[src/rtl/comp_sort_ctrl.sv]
// ============================================================================
//  Module   : comp_sort_ctrl (with helper comp_N_bit)
//  Purpose  : Accepts a burst of 1..DEPTH unsigned N-bit words on a
//             valid/ready stream and bubble-sorts them in place with a single
//             shared magnitude comparator, one compare per cycle. The sorted
//             burst is then streamed out in ascending order.
//  Ports    : clk, rst              - clock, synchronous active-high reset
//             in_valid/in_data/in_last/in_ready     - input burst stream
//             out_valid/out_data/out_last/out_ready - sorted output stream
//             busy                  - high while sorting or streaming out
//             count                 - words held in the current burst
//  Revision : 1.0 - initial release
// ============================================================================
`default_nettype none

// ----------------------------------------------------------------------------
//  comp_N_bit : unsigned magnitude comparator, one-hot G/L/E outputs
//  Ports      : a, b - operands; G = a>b, L = a<b, E = a==b
// ----------------------------------------------------------------------------
module comp_N_bit #(
  parameter int N = 32
) (
  input  logic [N-1:0] a,
  input  logic [N-1:0] b,
  output logic         G,
  output logic         L,
  output logic         E
);
  assign G = (a > b);
  assign L = (a < b);
  assign E = (a == b);
endmodule

module comp_sort_ctrl #(
  parameter int N     = 32,
  parameter int DEPTH = 8,
  parameter int AW    = 3
) (
  input  logic          clk,
  input  logic          rst,
  input  logic          in_valid,
  input  logic [N-1:0]  in_data,
  input  logic          in_last,
  output logic          in_ready,
  output logic          out_valid,
  output logic [N-1:0]  out_data,
  output logic          out_last,
  input  logic          out_ready,
  output logic          busy,
  output logic [AW:0]   count
);

  localparam logic [1:0] c_IDLE = 2'd0;
  localparam logic [1:0] c_LOAD = 2'd1;
  localparam logic [1:0] c_SORT = 2'd2;
  localparam logic [1:0] c_OUT  = 2'd3;

  localparam logic [AW:0] c_FULL_M1 = (AW+1)'(DEPTH - 1);
  localparam logic [AW:0] c_ONE     = (AW+1)'(1);
  localparam logic [AW:0] c_TWO     = (AW+1)'(2);

  logic [1:0]    r_state;
  logic [AW:0]   r_count;
  logic [AW-1:0] r_j;        // bubble pair index (compares j and j+1)
  logic [AW-1:0] r_k;        // output read index
  logic          r_swapped;  // any swap seen earlier in the current pass
  logic [N-1:0]  r_mem [DEPTH];

  logic [AW-1:0] w_j1;
  logic          w_accept;
  logic          w_load_end;
  logic          w_last_pair;
  logic          w_k_last;
  logic          w_gt;
  logic          w_lt;
  logic          w_eq;
  logic          w_swap;

  assign w_j1 = r_j + AW'(1);

  comp_N_bit #(.N(N)) u_cmp (
    .a (r_mem[r_j]),
    .b (r_mem[w_j1]),
    .G (w_gt),
    .L (w_lt),
    .E (w_eq)
  );

  // Swap only on strictly greater; equal entries keep their order.
  assign w_swap = w_gt && !w_lt && !w_eq;

  assign in_ready  = (r_state == c_IDLE) || (r_state == c_LOAD);
  assign out_valid = (r_state == c_OUT);
  assign busy      = (r_state == c_SORT) || (r_state == c_OUT);
  assign count     = r_count;
  assign out_data  = r_mem[r_k];

  assign w_accept    = in_valid && in_ready;
  // A full buffer ends the load regardless of in_last.
  assign w_load_end  = in_last || (r_count == c_FULL_M1);
  assign w_last_pair = ({1'b0, r_j} == (r_count - c_TWO));
  assign w_k_last    = ({1'b0, r_k} == (r_count - c_ONE));
  assign out_last    = out_valid && w_k_last;

  always_ff @(posedge clk) begin
    if (rst) begin
      r_state   <= c_IDLE;
      r_count   <= '0;
      r_j       <= '0;
      r_k       <= '0;
      r_swapped <= 1'b0;
    end else begin
      case (r_state)
        c_IDLE, c_LOAD: begin
          if (w_accept) begin
            r_count <= r_count + c_ONE;
            if (w_load_end) begin
              if (r_count == '0) begin
                // A single word is trivially sorted.
                r_state <= c_OUT;
                r_k     <= '0;
              end else begin
                r_state   <= c_SORT;
                r_j       <= '0;
                r_swapped <= 1'b0;
              end
            end else begin
              r_state <= c_LOAD;
            end
          end
        end
        c_SORT: begin
          if (w_last_pair) begin
            // The current compare counts toward this pass's swap history.
            if (r_swapped || w_swap) begin
              r_j       <= '0;
              r_swapped <= 1'b0;
            end else begin
              r_state <= c_OUT;
              r_k     <= '0;
            end
          end else begin
            r_j       <= w_j1;
            r_swapped <= r_swapped || w_swap;
          end
        end
        c_OUT: begin
          if (out_ready) begin
            if (w_k_last) begin
              r_state <= c_IDLE;
              r_count <= '0;
              r_k     <= '0;
            end else begin
              r_k <= r_k + AW'(1);
            end
          end
        end
        default: r_state <= c_IDLE;
      endcase
    end
  end

  // Buffer storage has no reset; contents are don't-care between bursts.
  always_ff @(posedge clk) begin
    if (!rst) begin
      if (w_accept) begin
        r_mem[r_count[AW-1:0]] <= in_data;
      end else if ((r_state == c_SORT) && w_swap) begin
        r_mem[r_j]  <= r_mem[w_j1];
        r_mem[w_j1] <= r_mem[r_j];
      end
    end
  end

endmodule

`default_nettype wire
[config.mk]
export PLATFORM = sky130hd
export DESIGN_NAME = comp_sort_ctrl
export DESIGN_NICKNAME = d
export VERILOG_FILES = /design/src/rtl/comp_sort_ctrl.sv
export SDC_FILE = /design/constraint.sdc
export NUM_CORES = 1
export LEC_CHECK = 0
export CAP_MARGIN = 20
export CORE_UTILIZATION = 25
export CTS_BUF_LIST = sky130_fd_sc_hd__clkbuf_16
export DETAILED_ROUTE_END_ITERATION = 6
export SETUP_SLACK_MARGIN = 0.15
export SYNTH_ARGS = -nofsm -noshare
export SYNTH_HDL_FRONTEND = slang
export SYNTH_SLANG_ARGS = --single-unit
[constraint.sdc]
create_clock -name clk -period 7.8 [get_ports clk]
set_input_delay 2.34 -clock clk [delete_from_list [all_inputs] [get_ports clk]]
set_output_delay 2.34 -clock clk [all_outputs]
set_load 0.02 [all_outputs]
Word level (Yosys, flattened, before mapping)
Memories as Yosys holds them, arrays and structs flattened. A register that Yosys moved wholly into a read port is not among the register bits.
Cells that the tools add are included.
{"block": "word_totals", "register_bits": 13, "output_inout_bits": 40, "ramBits": 256, "wordCells": 96, "inputBits": 37, "n_memories": 1}
{"name": "r_mem", "words": 8, "word_bits": 32, "rd": 3, "rd_clocked_by_memory_dff": 2, "write_ports": 2, "line_no": "67", "text": "logic [N-1:0] r_mem [DEPTH];"}
{"block": "classes", "magnitude_cmp": 2, "muxes": 46, "reduce_logical": 21, "n_eq_ne": 16, "add_sub_neg": 5}
{"op": "$mux W3", "n": 17}
{"op": "$eq A32 B32 Y1", "n": 1}
{"op": "$gt A32 B32 Y1", "n": 1}
{"op": "$lt A32 B32 Y1", "n": 1}
{"op": "$mux W32", "n": 1}
{"op": "$reduce_or A32 Y1", "n": 1}
{"op": "$mux W1", "n": 14}
{"op": "$mux W2", "n": 6}
{"op": "$mux W4", "n": 3}
{"op": "$ne A2 B2 Y1 const B", "n": 6}
{"op": "$reduce_and A5 Y1", "n": 2}
{"op": "$pmux W3 S3", "n": 1}
{"op": "$eq A3 B4 Y1", "n": 2}
{"op": "$pmux W4 S2", "n": 1}
{"op": "$add A3 B1 Y3 const B", "n": 2}
{"op": "$pmux W2 S3", "n": 1}
{"op": "$pmux W3 S2", "n": 1}
{"op": "$reduce_and A6 Y1", "n": 1}
{"op": "$logic_and A1 B1 Y1", "n": 5}
{"op": "$add A4 B1 Y4 const B", "n": 1}
{"op": "$eq A2 B2 Y1 const B", "n": 2}
{"op": "$eq A4 B3 Y1 const B", "n": 1}
{"op": "$logic_not A4 Y1", "n": 1}
{"op": "$logic_or A1 B1 Y1", "n": 4}
{"op": "11 further kinds", "n": 14}

Depth between registers and ports, before layout
An unclocked memory read counts as a cell.
{"block": "logic_depth", "word_depth": 13, "mapped_depth": 19, "depth_no_buf": 14}

By module
Synthesis repeated with hierarchy kept, for this count alone.
{"block": "unflattened", "cells_unflattened": 1371, "hier_area_um2": 18918.1}
{"module": "comp_sort_ctrl", "area_per_inst_um2": 18086.1, "n_inst": 1, "cells_each": 1257, "seq_area_each_um2": 8067.7}
{"module": "comp_N_bit", "area_per_inst_um2": 832.0, "n_inst": 1, "cells_each": 114, "seq_area_each_um2": 0.0}

Worst setup path after synthesis
Ideal clock, no wire load.
{"block": "synth_timing", "path_type": "register -> register", "start": "register r_j[1]", "end": "memory r_mem[1][0] (enable)", "arrival_ns": 5.327, "n_path_buf": 6, "path_stages_with_launch": 18, "setup_ns": 0.433, "required_time_ns": 7.367, "period_less_slack_ns": 5.760, "slack_ns": 2.040, "path_cell_list": "dfxtp_1 ha_1 clkbuf_1 nand2b_1 clkbuf_1 clkbuf_1 o22ai_1 nor2_1 ha_1 nand4_1 nor4_2 a2111oi_2 a2111oi_4 o211ai_4 buf_6 buf_6 buf_6 o22ai_1"}
{"element": "from (decl)", "line_no": "64", "text": "logic [AW-1:0] r_j;"}
{"element": "from (signal assigned)", "line_no": "143", "text": "r_j <= w_j1;"}
{"element": "to (decl)", "line_no": "67"}

==> insert_results.sql <==
INSERT INTO impl_metrics (metric_group, metric, value, unit) VALUES
('worst_setup_path', 'cp_slowest_stage_delay', '0.83', 'ns'),
('layout', 'count_of_antenna_diodes_in_the_layout', '0', ''),
('layout', 'drive_above_1_share', '18.0', '%'),
('worst_setup_path', 'cp.depth', '14', ''),
('logic_synthesis', 'synth_top_area_share', '39.3', '%'),
('pwr', 'seqPwrFrac', '35.0', '%'),
('worst_setup_path', 'crit_arrival', '7.26', 'ns'),
('place', 'placement.cell_area', '0.0215', 'mm^2'),
('place', 'hpwlAfterDp', '38600', 'um'),
('timing', 'transition_time_at_the_pin_with_the_least_slew_margin', '1.19', 'ns'),
('floorplanning', 'placeableCoreArea', '0.0775', 'mm^2'),
('floorplanning', 'std_cell_rows', '102', ''),
('layout', 'fin_nets', '1939', ''),
('layout', 'synthToLayoutAreaGrowth', '15.9', '%'),
('routing', 'routed-wl-met3', '5460', 'um'),
('clock_network', 'clock_tree.root_cell', 'clkbuf_16', ''),
('clock_network', 'clock-sinks', '275', ''),
('worst_setup_path', 'worst_path_max_delay_cell', 'o22ai_4', ''),
('pwr', 'intPower', '3360', 'uW'),
('logic_synthesis', 'post_synth_inst_count', '1871', ''),
('routing', 'drt-wirelength-per-cell', '22.1', 'um'),
('clock_network', 'hold_buffers', '0', ''),
('timing', 'hold_viol_final', '0', ''),
('clock_network', 'cts.path.max_buffers', '3', ''),
('timing', 'final.min_clock_period', '7.02', 'ns'),
('logic_synthesis', 'synth-seq-area-share', '41.2', '%'),
('worst_setup_path', 'end_kind', 'register', ''),
('worst_setup_path', 'crit-reg2reg-capture', 'r_mem[7][20]$_DFFE_PP_', ''),
('grt', 'gr-total-overflow', '0', ''),
('timing', 'final.setup.worst_slack', '0.784', 'ns'),
('clock_network', 'cts_tree', 'yes', ''),
('routing', 'route.top_layer_used', 'met4', ''),
('worst_setup_path', 'critical-path-top-delay-family', 'compound AO/OA/AOI/OAI gates', ''),
('logic_synthesis', 'async_flop_share', '0', '%'),
('floorplanning', 'initial_utilization', '25.3', '%'),
('place', 'global_placer_s_final_weighted_congestion', '0.832', ''),
('timing', 'rsz_0062_raised_after_global_routing', 'no', ''),
('grt', 'grt_pass1_vias', '15500', ''),
('worst_setup_path', 'critPathLaunch', 'r_j[0]$_SDFFE_PP0P_', ''),
('floorplanning', 'floorplan.die.height', '282', 'um'),
('grt', 'initial_antenna_violation_count', '0', ''),
('logic_synthesis', 'synthTopCellsByArea', 'edfxtp_1 (39%), mux4_2 (15%), o21ai_0 (9.7%)', ''),
('worst_setup_path', 'worst_setup_path_endpoint', 'r_mem[7][20]$_DFFE_PP_', ''),
('timing', 'skew', '0.0272', 'ns'),
('pwr', 'sw_frac_of_total', '33.2', '%'),
('worst_setup_path', 'critPathMaxFanout', '43', ''),
('logic_synthesis', 'ys.warnings.count', '0', ''),
('worst_setup_path', 'type_of_element_launching_the_critical_path', 'register', ''),
('timing', 'max_slew_margin', '20.7', '%'),
('worst_setup_path', 'critical_path.cell_chain', 'ha_1 > xor2_1 > nand2_1 > buf_12 > o22ai_1 > nor2_1 > ha_1 > nand4_1 > nor4_1 > o21ai_0 > o211ai_1 > o211ai_4 > o22ai_4 > buf_12', ''),
('logic_synthesis', 'synth-edff-count', '256', ''),
('clock_network', 'num_cts_buffers', '35', ''),
('routing', 'wl_met2', '31800', 'um'),
('pwr', 'powerDensity', '222', 'mW/mm^2'),
('place', 'port_buffers', '76', ''),
('routing', 'totalWireLength', '64600', 'um'),
('job', 'max_cap_violations', '0', ''),
('layout', 'final_area', '0.0227', 'mm^2'),
('pwr', 'irDropWorstVdd', '0.119', 'mV'),
('clock_network', 'post_cts.repair.setup_buffers', '0', ''),
('place', 'pre_cts_ws', '0.898', 'ns'),
('logic_synthesis', 'synth.lib_cells_used.distinct', '57', ''),
('worst_setup_path', 'setup.worst_path.class', 'register to register', ''),
('logic_synthesis', 'synth_area_leader_cell', 'edfxtp_1', ''),
('clock_network', 'post_cts_resized', '0', ''),
('floorplanning', 'design.die.area', '0.0794', 'mm^2'),
('run_status', 'run_status', 'finished, final reports clean', ''),
('timing', 'final-max-slew-violation-count', '0', ''),
('worst_setup_path', 'worst-path-buf-inv', '2', ''),
('pwr', 'p_clk_share', '34.4', '%'),
('grt', 'grt_resource_usage_total', '16.0', '%');
-- metrics by stage --
step | util (%) | power [uW] | std cells
floorplan | - | 2860 | 1871
global placement | 27.7 | 3290 | 2866
detailed placement | 27.7 | 3320 | 2866
CTS | 29.3 | 5040 | 2929
global route | 29.3 | 5260 | 2929
finish | 29.3 | 5030 | 2929
-- placed cells by master (no fill, tap or decap), drive strengths merged, types with 4 or more instances in the layout --
master,instances
o21ai,398
edfxtp,256
nand2,186
nor2,182
a21oi,144
mux2i,128
mux4,128
clkdlybuf4s50,76
o22ai,70
mux2,64
ha,39
buf,38
clkbuf,35
inv,20
dfxtp,19
clkinv,12
xnor2,7
nor3,7
bufinv,7
nand4,7
nor2b,6
nand3,6
xor2,5
a31oi,4
-- sequential cells by signal, summed over array words and instances (netlist names), named ones only --
signal	count
r_mem	256
r_swapped	1
count	4
r_state	2
r_j	3
r_k	3
-- how the worst min path moves through the flow --
stage / to / startpoint / cells past startpoint
floorplan: r_swapped$_SDFFE_PP0P_ / r_swapped$_SDFFE_PP0P_ / 2
global placement: r_swapped$_SDFFE_PP0P_ / r_swapped$_SDFFE_PP0P_ / 2
detailed placement: r_swapped$_SDFFE_PP0P_ / r_swapped$_SDFFE_PP0P_ / 2
CTS: r_swapped$_SDFFE_PP0P_ / r_swapped$_SDFFE_PP0P_ / 2
global route: r_swapped$_SDFFE_PP0P_ / r_swapped$_SDFFE_PP0P_ / 2
finish: r_swapped$_SDFFE_PP0P_ / r_swapped$_SDFFE_PP0P_ / 2
-- layout make-up --
class / instances / area (um^2)
multi-input combinational: 1426 / 11000
tap: 1040 / 1300
fill: 7925 / 54800
clock buffer: 35 / 876
clock inverter: 28 / 318
inverter: 11 / 41.3
timing repair buffer: 114 / 1110
sequential: 275 / 8080
-- synth_stat cells (7+ instances only) --
cell	number
a21oi_1	144
buf_1	28
buf_2	13
clkbuf_1	112
dfxtp_1	19
edfxtp_1	256
ha_1	39
inv_1	11
mux2_2	64
mux2i_1	128
mux4_2	128
nand2_1	160
nand2_4	26
nor2_1	182
nor3_1	7
o21ai_0	378
o21ai_1	20
o22ai_1	70
xnor2_1	7
-- cells by family (layout without fill, tap and decap cells) --
logic type | count (synthesis) | count (layout) | synth area share, %
mux | 320 | 320 | 25.0
fa+ha+maj | 39 | 39 | 2.49
flops | 275 | 275 | 41.2
buf+inv | 170 | 188 | 3.71
simple gates | 409 | 409 | 9.41
compound gates | 646 | 646 | 17.7
xor+xnor | 12 | 12 | 0.537
-- worst min-delay path, cell delays in order (launching register included) --
cell,delay [ns]
dfxtp_1,0.32
a2bb2oi_1,0.06
nor2_1,0.07
-- layer usage --
metal  global-route usage (%)  vias up
met1                     20.4     7858
met3                     2.60      137
met5                        0        -
met4                     5.56        0
li1                         -     7173
met2                     27.4      778
-- power groups by stage --
| stage | Clock [uW] | Combinational [uW] | Sequential, uW |
|---|---|---|---|
| final | 1730 | 1540 | 1760 |
| after CTS | 1740 | 1540 | 1760 |
| after floorplan | 0 | 1130 | 1730 |
| after global routing | 1800 | 1690 | 1770 |
| after global placement | 0 | 1500 | 1790 |
| after detailed placement | 0 | 1530 | 1790 |
(Power assumes the default switching activity.)
